[src/rtl/bist_stim_ctrl.sv]
// BIST harness: LFSR patterns drive the CUT inputs and a 16-bit MISR compacts its outputs.
// FLUSH holds zero stimulus so unreset CUT flops can settle, then RUN applies N_PAT patterns.
module bist_stim_ctrl #(
  parameter int          N_IN      = 4,
  parameter int          N_OUT     = 1,
  parameter int          N_PAT     = 255,
  parameter int          FLUSH_CYC = 8,
  parameter logic [7:0]  LFSR_SEED = 8'h01,
  parameter logic [15:0] GOLDEN    = 16'h0000
) (
  input  logic             CK,
  input  logic             RST_N,
  input  logic             START,
  input  logic             ABORT,
  output logic [N_IN-1:0]  TPG_OUT,
  input  logic [N_OUT-1:0] RESP_IN,
  output logic             BUSY,
  output logic             DONE,
  output logic             PASS,
  output logic [15:0]      SIGNATURE,
  output logic [15:0]      PAT_CNT
);

  typedef enum logic [1:0] {S_IDLE, S_FLUSH, S_RUN, S_DONE} state_t;

  localparam logic [15:0] LAST_PAT    = 16'(N_PAT - 1);
  localparam logic [7:0]  LAST_FLUSH  = 8'(FLUSH_CYC - 1);
  localparam state_t      START_STATE = (FLUSH_CYC == 0) ? S_RUN : S_FLUSH;

  state_t          r_state;
  logic [7:0]      r_lfsr;
  logic [15:0]     r_misr;
  logic [15:0]     r_pat_cnt;
  logic [7:0]      r_flush_cnt;
  logic [N_IN-1:0] r_tpg;
  logic            r_busy;
  logic            r_done;
  logic            r_pass;

  logic [7:0]  w_lfsr_next;
  logic [15:0] w_resp;
  logic [15:0] w_misr_next;

  assign w_lfsr_next = {r_lfsr[6:0], r_lfsr[7] ^ r_lfsr[5] ^ r_lfsr[4] ^ r_lfsr[3]};
  assign w_resp      = 16'(RESP_IN);
  assign w_misr_next = {r_misr[14:0], 1'b0} ^ (r_misr[15] ? 16'h1021 : 16'h0000) ^ w_resp;

  always_ff @(posedge CK) begin
    if (!RST_N) begin
      r_state     <= S_IDLE;
      r_lfsr      <= LFSR_SEED;
      r_misr      <= '0;
      r_pat_cnt   <= '0;
      r_flush_cnt <= '0;
      r_tpg       <= '0;
      r_busy      <= 1'b0;
      r_done      <= 1'b0;
      r_pass      <= 1'b0;
    end else if (ABORT && r_busy) begin
      // r_busy is high exactly in FLUSH/RUN, so ABORT is a no-op in IDLE/DONE
      r_state     <= S_IDLE;
      r_misr      <= '0;
      r_pat_cnt   <= '0;
      r_flush_cnt <= '0;
      r_tpg       <= '0;
      r_busy      <= 1'b0;
    end else begin
      case (r_state)
        S_IDLE, S_DONE: begin
          if (START) begin
            r_state     <= START_STATE;
            r_lfsr      <= LFSR_SEED;
            r_misr      <= '0;
            r_pat_cnt   <= '0;
            r_flush_cnt <= '0;
            r_tpg       <= (FLUSH_CYC == 0) ? LFSR_SEED[N_IN-1:0] : '0;
            r_busy      <= 1'b1;
            r_done      <= 1'b0;
            r_pass      <= 1'b0;
          end
        end
        S_FLUSH: begin
          if (r_flush_cnt == LAST_FLUSH) begin
            r_state <= S_RUN;
            r_tpg   <= r_lfsr[N_IN-1:0];
          end else begin
            r_flush_cnt <= r_flush_cnt + 8'd1;
          end
        end
        S_RUN: begin
          r_misr    <= w_misr_next;
          r_lfsr    <= w_lfsr_next;
          r_pat_cnt <= r_pat_cnt + 16'd1;
          if (r_pat_cnt == LAST_PAT) begin
            // PASS is resolved against the final capture so it is valid the cycle DONE rises
            r_state <= S_DONE;
            r_tpg   <= '0;
            r_busy  <= 1'b0;
            r_done  <= 1'b1;
            r_pass  <= (w_misr_next == GOLDEN);
          end else begin
            r_tpg <= w_lfsr_next[N_IN-1:0];
          end
        end
        default: r_state <= S_IDLE;
      endcase
    end
  end

  assign TPG_OUT   = r_tpg;
  assign BUSY      = r_busy;
  assign DONE      = r_done;
  assign PASS      = r_pass;
  assign SIGNATURE = r_misr;
  assign PAT_CNT   = r_pat_cnt;

endmodule

[config.mk]
export PLATFORM = sky130hd
export DESIGN_NAME = bist_stim_ctrl
export DESIGN_NICKNAME = d
export VERILOG_FILES = /design/src/rtl/bist_stim_ctrl.sv
export SDC_FILE = /design/constraint.sdc
export NUM_CORES = 1
export LEC_CHECK = 0
export ABC_AREA = 1
export CORE_MARGIN = 5
export CORE_UTILIZATION = 50
export CTS_BUF_LIST = sky130_fd_sc_hd__clkbuf_16
export DETAILED_ROUTE_END_ITERATION = 8
export PLACE_DENSITY = 0.75
export SLEW_MARGIN = 30
export SYNTH_ARGS = -nofsm -noshare
export SYNTH_HDL_FRONTEND = slang
export SYNTH_SLANG_ARGS = --single-unit
[constraint.sdc]
create_clock -name CK -period 3.2 [get_ports CK]
set_input_delay 0.8 -clock CK [delete_from_list [all_inputs] [get_ports CK]]
set_output_delay 0.8 -clock CK [all_outputs]
set_load 0.05 [all_outputs]
# == Word-level counts from Yosys, hierarchy flattened ==
# Index checks and enable logic that the tools add are counted.
# word_totals
regBits,57
in_bits,5
out_inout_bits,39
elab_cells,66
# op_classes
n_eq_ne,9
n_mux,25
bitwise,7
n_reduce_logical,14
n_addsub,2
# ops
operator,count
$pmux 16 s2,2
$pmux 8 s2,2
$mux 8,3
$add 16x1->16 const B,1
$eq 16x8->1 const B,1
$logic_not 16->1,1
$mux 16,1
$xor 16x1->16,1
$xor 16x13->16,1
$mux 13,1
$mux 4,3
$pmux 4 s3,1
$reduce_and 3->1,4
$add 8x1->8 const B,1
$eq 8x3->1 const B,1
$ne 2x2->1 const B,4
$mux 2,3
$pmux 1 s2,3
$pmux 2 s3,1
$mux 1,5
$eq 2x2->1 const B,2
$reduce_and 2->1,2
$reduce_and 4->1,1
$reduce_bool 2->1,2
other kinds (6),10

# == Depth between registers and ports, before layout ==
# Gate-level depths: netlist of the first run.
# logic_depth
ltp_word,6
depth_mapped,12

# == Least setup slack after synthesis of the first run ==
# No wires, ideal clock.
# synth_timing
path_type,input to register
from,input port START
to,"register r_pat_cnt[14], in the netlist PAT_CNT[14]"
arrival_time_ps,1604
path_stages,9
required_ps,3085
setup_slack_ps,1482
setup_ps,115
path_buffers,0
path_cell_list,inv_1 nand2_4 nand2_8 nor2_4 nand4_2 nor2_2 nand2_1 nand2_1 nor2_1
# synth_between
elab_chain_len,2
# synth_lines
item,line,rtl
"start, declared",13,"input logic START,"
$ne 2x2->1 (no source line),n/a,
$reduce_and 2->1 (no source line),n/a,
"end signal, assigned",93,r_pat_cnt <= r_pat_cnt + 16'd1;
"end, declared",33,logic [15:0] r_pat_cnt;
# No other way between the ends.
# A chain may end at the register's enable or synchronous reset.

# == Final worst setup path of the first run ==
# layout_timing
from,"register r_pat_cnt[8], in the netlist PAT_CNT[8]"
to,output port PAT_CNT[8]
# layout_rtl
item,line,rtl
"end, declared",21,output logic [15:0] PAT_CNT
# No word-level cell between the ends.

==> results.json, run 1 <==
{
  "die_h_um": 85.65,
  "crit_buf_inv": 1,
  "period_share_pct": 76.76,
  "worst_path_max_delay_cell": "clkdlybuf4s50_1",
  "critPathKind": "reg2out",
  "mostFrequentLayoutCells": "nand2_1, dfxtp_1, nor2_1",
  "setup_viol_count_final": 0,
  "die_w_um": 85.65,
  "vdd_drop_max_mv": 0.4853,
  "ios": 44,
  "p_leak_nw": 1.417,
  "drcViolationCount": 0,
  "fin_util_pct": 64.81,
  "final.min_clock_period_ps": 2456,
  "cp_slowest_stage_delay_ps": 870,
  "final_antenna_net_count": 0,
  "path_cells": "clkdlybuf4s50_1",
  "wirelength_mm": 6.410,
  "root_buffer": "clkbuf_16",
  "finClkSkew_ps": 4.645,
  "rsz0062_at_grt": "no",
  "rows": 27,
  "area_delta_synth_final_pct": 25.49,
  "powerDensity_nw_per_um2": 692.2,
  "relSlewSlack_pct": 66.13,
  "wl_per_cell_um": 12.03,
  "ys_seq_elements": 57,
  "final_common_cell": "nand2_1",
  "vias": 2692,
  "crit_fanout": 8,
  "reg2reg_from": "r_state[0]",
  "yosysWarnings": 0,
  "n_antenna_cell": 0,
  "hold_viol": 0,
  "gp_congestion": 0.8591,
  "timing.hold.ws_ps": 464.2,
  "post_cts_buffers": 0,
  "total_power_w": 0.002486,
  "antenna_found_initial": 0,
  "grtUsageTotal_pct": 19.03,
  "dieArea_sq_um": 7336,
  "cts_num_sinks": 57,
  "drt_iter0_markers": 153,
  "slew_viol_final": 0,
  "end_kind": "output port",
  "synth_flop_cell": "dfxtp_1",
  "maxCapViolations": 0,
  "hold_class": "reg2reg",
  "synth_edf_count": 0,
  "grt_pass1_wl_mm": 11.44,
  "crit_family": "buffers and inverters",
  "ys_seq_area_share_pct": 39.88,
  "avgSynthCellArea_sq_um": 6.979,
  "worst_slew_pin_slew_ps": 506.5,
  "cp_data_arrival_time_ps": 1660,
  "mappedNetlistArea_sq_um": 2861,
  "async_flop_share_pct": 0,
  "syn_nets": 421,
  "place_ws_ps": 732.0,
  "clock_path_buffers": 2,
  "timing.fmax_mhz": 407.1,
  "fin_ws_ps": 743.7,
  "drtPass1Iterations": 4,
  "cts_tree": "built",
  "grt_overflow": 0,
  "grt_max_degree": 29,
  "startpoint_type": "register",
  "hold_buffers": 0,
  "synth_cells": 410,
  "numPortBuffers": 43,
  "first_global_vias": 2600,
  "place_hpwl_mm": 4.583,
  "min-delay-start": "TPG_OUT[2]",
  "setup_tns_ps": 0,
  "cts_buffers": 9,
  "post_drt_via_cell_ratio": 5.051,
  "worstPathRequired_ps": 2400,
  "nFillCells": 499,
  "postCtsResizedCells": 0,
  "clk_latency_ps": 320,
  "drive_gt1_share_pct": 10.63,
  "core_sq_um": 5540,
  "cp-startpoint": "PAT_CNT[8]",
  "nets": 467,
  "htreeDepth": 3,
  "start_util_pct": 51.65,
  "clk_pin_slew_ps": 50,
  "outcome": "completed",
  "ys_types": 35
}
through the flow:
stage	cell area, sq um	instances
6_report	3591	533
5_1_grt	3591	533
4_1_cts	3591	533
3_5_place_dp	3336	517
3_3_place_gp	3336	517
2_1_floorplan	2861	410
cells by family (layout without fill, tap and decap cells):
kind of cell | after synthesis | in the layout | synth area share, %
xor gates and xnor gates | 6 | 6 | 1.837
adders and majority gates | 6 | 6 | 2.623
and+or+nand+nor | 219 | 219 | 34.67
buffers and inverters | 55 | 106 | 8.220
DFF | 57 | 57 | 39.88
AOI/OAI and AO/OA | 67 | 67 | 12.77
area by class of cell:
| class | instances | area (sq um) | share of cell area [%] |
|---|---|---|---|
| clock buffers | 9 | 225.2 | 6.272 |
| flip-flops and latches | 57 | 1141 | 31.78 |
| repair buffers | 44 | 437.9 | 12.20 |
| well taps | 72 | 90.09 | 2.509 |
| multi-input cells | 298 | 1485 | 41.36 |
| inverters | 46 | 181.4 | 5.052 |
| clock inverters | 7 | 30.03 | 0.8362 |
routing by layer:
metal / vias up / part of all wire (%) / routed length, um / global-route usage [%]
li1: 1398 / - / - / -
met1: 1225 / 48 / 3059 / 24.35
met2: 55 / 46 / 2974 / 31.00
met3: 14 / 3.9 / 248 / 4.131
met4: 0 / 2.0 / 127 / 7.914
met5: - / 0 / 0 / 0
final timing paths:
path | cells past startpoint | slack (ps) | endpoint
worst max-delay path | 1 | 740 | PAT_CNT[8]
worst min-delay path | 2 | 460 | TPG_OUT[2]
worst max register to register | 8 | 1210 | PAT_CNT[1]
worst min register to register | 2 | 460 | TPG_OUT[2]
cells in the mapped netlist (2+ instances only):
master | number | share of area, %
nor2_4 | 4 | 1.6
o21ai_2 | 3 | 0.92
buf_2 | 4 | 0.70
a21oi_1 | 46 | 8.0
nand2_4 | 2 | 0.79
nand3_1 | 22 | 3.8
nand2_2 | 10 | 2.2
buf_1 | 2 | 0.26
o21ai_1 | 2 | 0.35
inv_1 | 40 | 5.2
buf_6 | 2 | 0.79
inv_2 | 3 | 0.39
xnor2_1 | 3 | 0.92
nand2_1 | 109 | 14
nor2_1 | 51 | 6.7
o21ai_0 | 10 | 1.7
nand4_1 | 4 | 0.87
nor2_2 | 2 | 0.44
ha_1 | 6 | 2.6
or2_2 | 2 | 0.44
nor3_1 | 8 | 1.4
dfxtp_1 | 57 | 40
xor2_1 | 3 | 0.92
a21oi_2 | 4 | 1.2
state kept, by name, indices dropped and copies added, names as in the netlist:
register	count
r_lfsr	8
PAT_CNT	16
DONE	1
r_flush_cnt	8
BUSY	1
r_state	2
TPG_OUT	4
PASS	1
SIGNATURE	16
power breakdown:
group	total, W	internal, W	switching, W
combinational	0.000855	0.000238	0.000617
sequential	0.000828	0.000772	0.0000556
clock	0.000803	0.000505	0.000297
total	0.00249	0.00152	0.000970
Note: power is estimated with default switching activity, not from simulation.
==> inputs of run 2 (changes only) <==
- CORE_UTILIZATION: 50 -> 48
- clock period: 3.2 -> 2.05 ns (I/O delays scaled with it)
==> results.json, run 2 (same netlist as run 1, synthesis figures left out) <==
{
  "powerDensity_nw_per_um2": 1193,
  "final.min_clock_period_ps": 2024,
  "place_ws_ps": 64.87,
  "combPwrFrac_pct": 31.7,
  "path_cells": "clkdlybuf4s50_1",
  "rsz0062_at_grt": "no",
  "min_path_cells": 2,
  "critPathKind": "reg2out",
  "post_drt_via_cell_ratio": 5.039,
  "intPower_w": 0.002803,
  "dpl_cell_area_sq_um": 3319,
  "crit_family": "buffers and inverters",
  "die_h_um": 87.21,
  "p_sw_w": 0.001577,
  "grt_pass1_wl_mm": 11.37,
  "finish.instance_area_sq_um": 3671,
  "outcome": "completed",
  "area_delta_synth_final_pct": 28.29,
  "start_util_pct": 48.91,
  "crit_fanout": 3,
  "maxCapViolations": 0,
  "setup_viol_count_final": 0,
  "reg2reg_from": "r_state[0]",
  "place_hpwl_mm": 4.813,
  "cp_slowest_stage_delay_ps": 820,
  "post_cts_buffers": 0,
  "htreeDepth": 3,
  "timing.fmax_mhz": 494.2,
  "root_buffer": "clkbuf_16",
  "mostFrequentLayoutCells": "nand2_1, dfxtp_1, nor2_1",
  "numPortBuffers": 43,
  "sw_frac_of_total_pct": 36.00,
  "p_leak_nw": 1.589,
  "hold_path_end": "TPG_OUT[3]",
  "grtUsageTotal_pct": 18.52,
  "hold_class": "reg2reg",
  "slew_viol_final": 0,
  "clock_power_share_pct": 38.8,
  "drtPass1Iterations": 4,
  "startpoint_type": "register",
  "cp_data_arrival_time_ps": 1510,
  "vias": 2736,
  "crit_buf_inv": 1,
  "wl_per_cell_um": 12.10,
  "min-delay-start": "TPG_OUT[3]",
  "n_antenna_cell": 0,
  "drive_gt1_share_pct": 19.02,
  "drcViolationCount": 0,
  "core_sq_um": 5851,
  "clock_path_buffers": 2,
  "final_antenna_net_count": 0,
  "vdd_drop_max_mv": 0.6534,
  "worstPathRequired_ps": 1540,
  "finalNonFillerCells": 543,
  "grt_overflow": 0,
  "setup_tns_ps": 0,
  "first_global_vias": 2670,
  "timing.hold.ws_ps": 468.0,
  "ios": 44,
  "wirelength_mm": 6.569,
  "worst_slew_pin_slew_ps": 514.6,
  "rows": 28,
  "die_w_um": 87.21,
  "hold_buffers": 0,
  "ff2ff_setup_slack_ps": 240,
  "fin_ws_ps": 26.36,
  "r2r_end": "r_flush_cnt[1]",
  "drt_iter0_markers": 117,
  "worstRegToRegCells": 9,
  "postCtsResizedCells": 0,
  "clk_pin_slew_ps": 50,
  "pwr-share-seq_pct": 29.4,
  "place_inst": 527,
  "dieArea_sq_um": 7606,
  "clk_latency_ps": 320,
  "nFillCells": 517,
  "antenna_found_initial": 0,
  "cts_num_sinks": 57,
  "cts_tree": "built",
  "final_common_cell": "nand2_1",
  "finClkSkew_ps": 3.556,
  "hold_viol": 0,
  "nets": 474,
  "relSlewSlack_pct": 65.64,
  "end_kind": "output port",
  "period_share_pct": 98.71,
  "worst_path_max_delay_cell": "clkdlybuf4s50_1",
  "gp_congestion": 0.8948,
  "cts_buffers": 9,
  "grt_max_degree": 28
}
[run 2: changes by cell type in the layout (fill, tap and decap cells not counted), sizes merged, moves of 3 or more]
cell           change
buf               +36
clkdlybuf4s50     -32
bufinv             +3
clkinv             -3
dlymetal6s2s       +3
[run 2: cell type report]
class                      instances  area (sq um)  area share, %
multi-input combinational        298          1485          40.46
sequential                        57          1141          31.08
timing repair buffer              51         425.4          11.59
clock buffer                       9         225.2          6.135
inverter                          46         181.4          4.942
clock inverter                     7         118.9          3.238
tap                               75         93.84          2.556
[run 2: worst max-delay path by stage]
stage                 start      endpoint  slack [ps]  cells past startpoint
2_1_floorplan    PAT_CNT[1]   PAT_CNT[14]         340                      8
3_3_place_gp          RST_N    PAT_CNT[2]         110                      7
3_5_place_dp          RST_N    PAT_CNT[2]          60                      7
4_1_cts        SIGNATURE[7]  SIGNATURE[7]          20                      1
5_1_grt          PAT_CNT[7]    PAT_CNT[7]        0.04                      1
6_report         PAT_CNT[7]    PAT_CNT[7]          30                      1
[run 2: power groups by stage]
stage               Clock [W]  Combinational (W)  Sequential, W
finish                0.00170            0.00139        0.00129
global route          0.00176            0.00157        0.00130
CTS                   0.00172            0.00139        0.00129
detailed placement          0            0.00138        0.00131
global placement            0            0.00137        0.00131
floorplan                   0            0.00101        0.00137
[run 2: stage by stage]
step | power (W) | utilization (%)
2_1_floorplan | 0.002376 | -
3_3_place_gp | 0.002675 | 56.74
4_1_cts | 0.004398 | 62.62
5_1_grt | 0.004635 | 62.75
3_5_place_dp | 0.002694 | 56.74
6_report | 0.004380 | 62.75
[run 2: layer usage]
layer,global-route usage (%),part of all wire (%),vias to the layer above
li1,-,-,1412
met1,21.92,45,1261
met2,32.30,49,56
met3,3.311,5.0,7
met4,8.647,0.88,0
met5,0,0,-
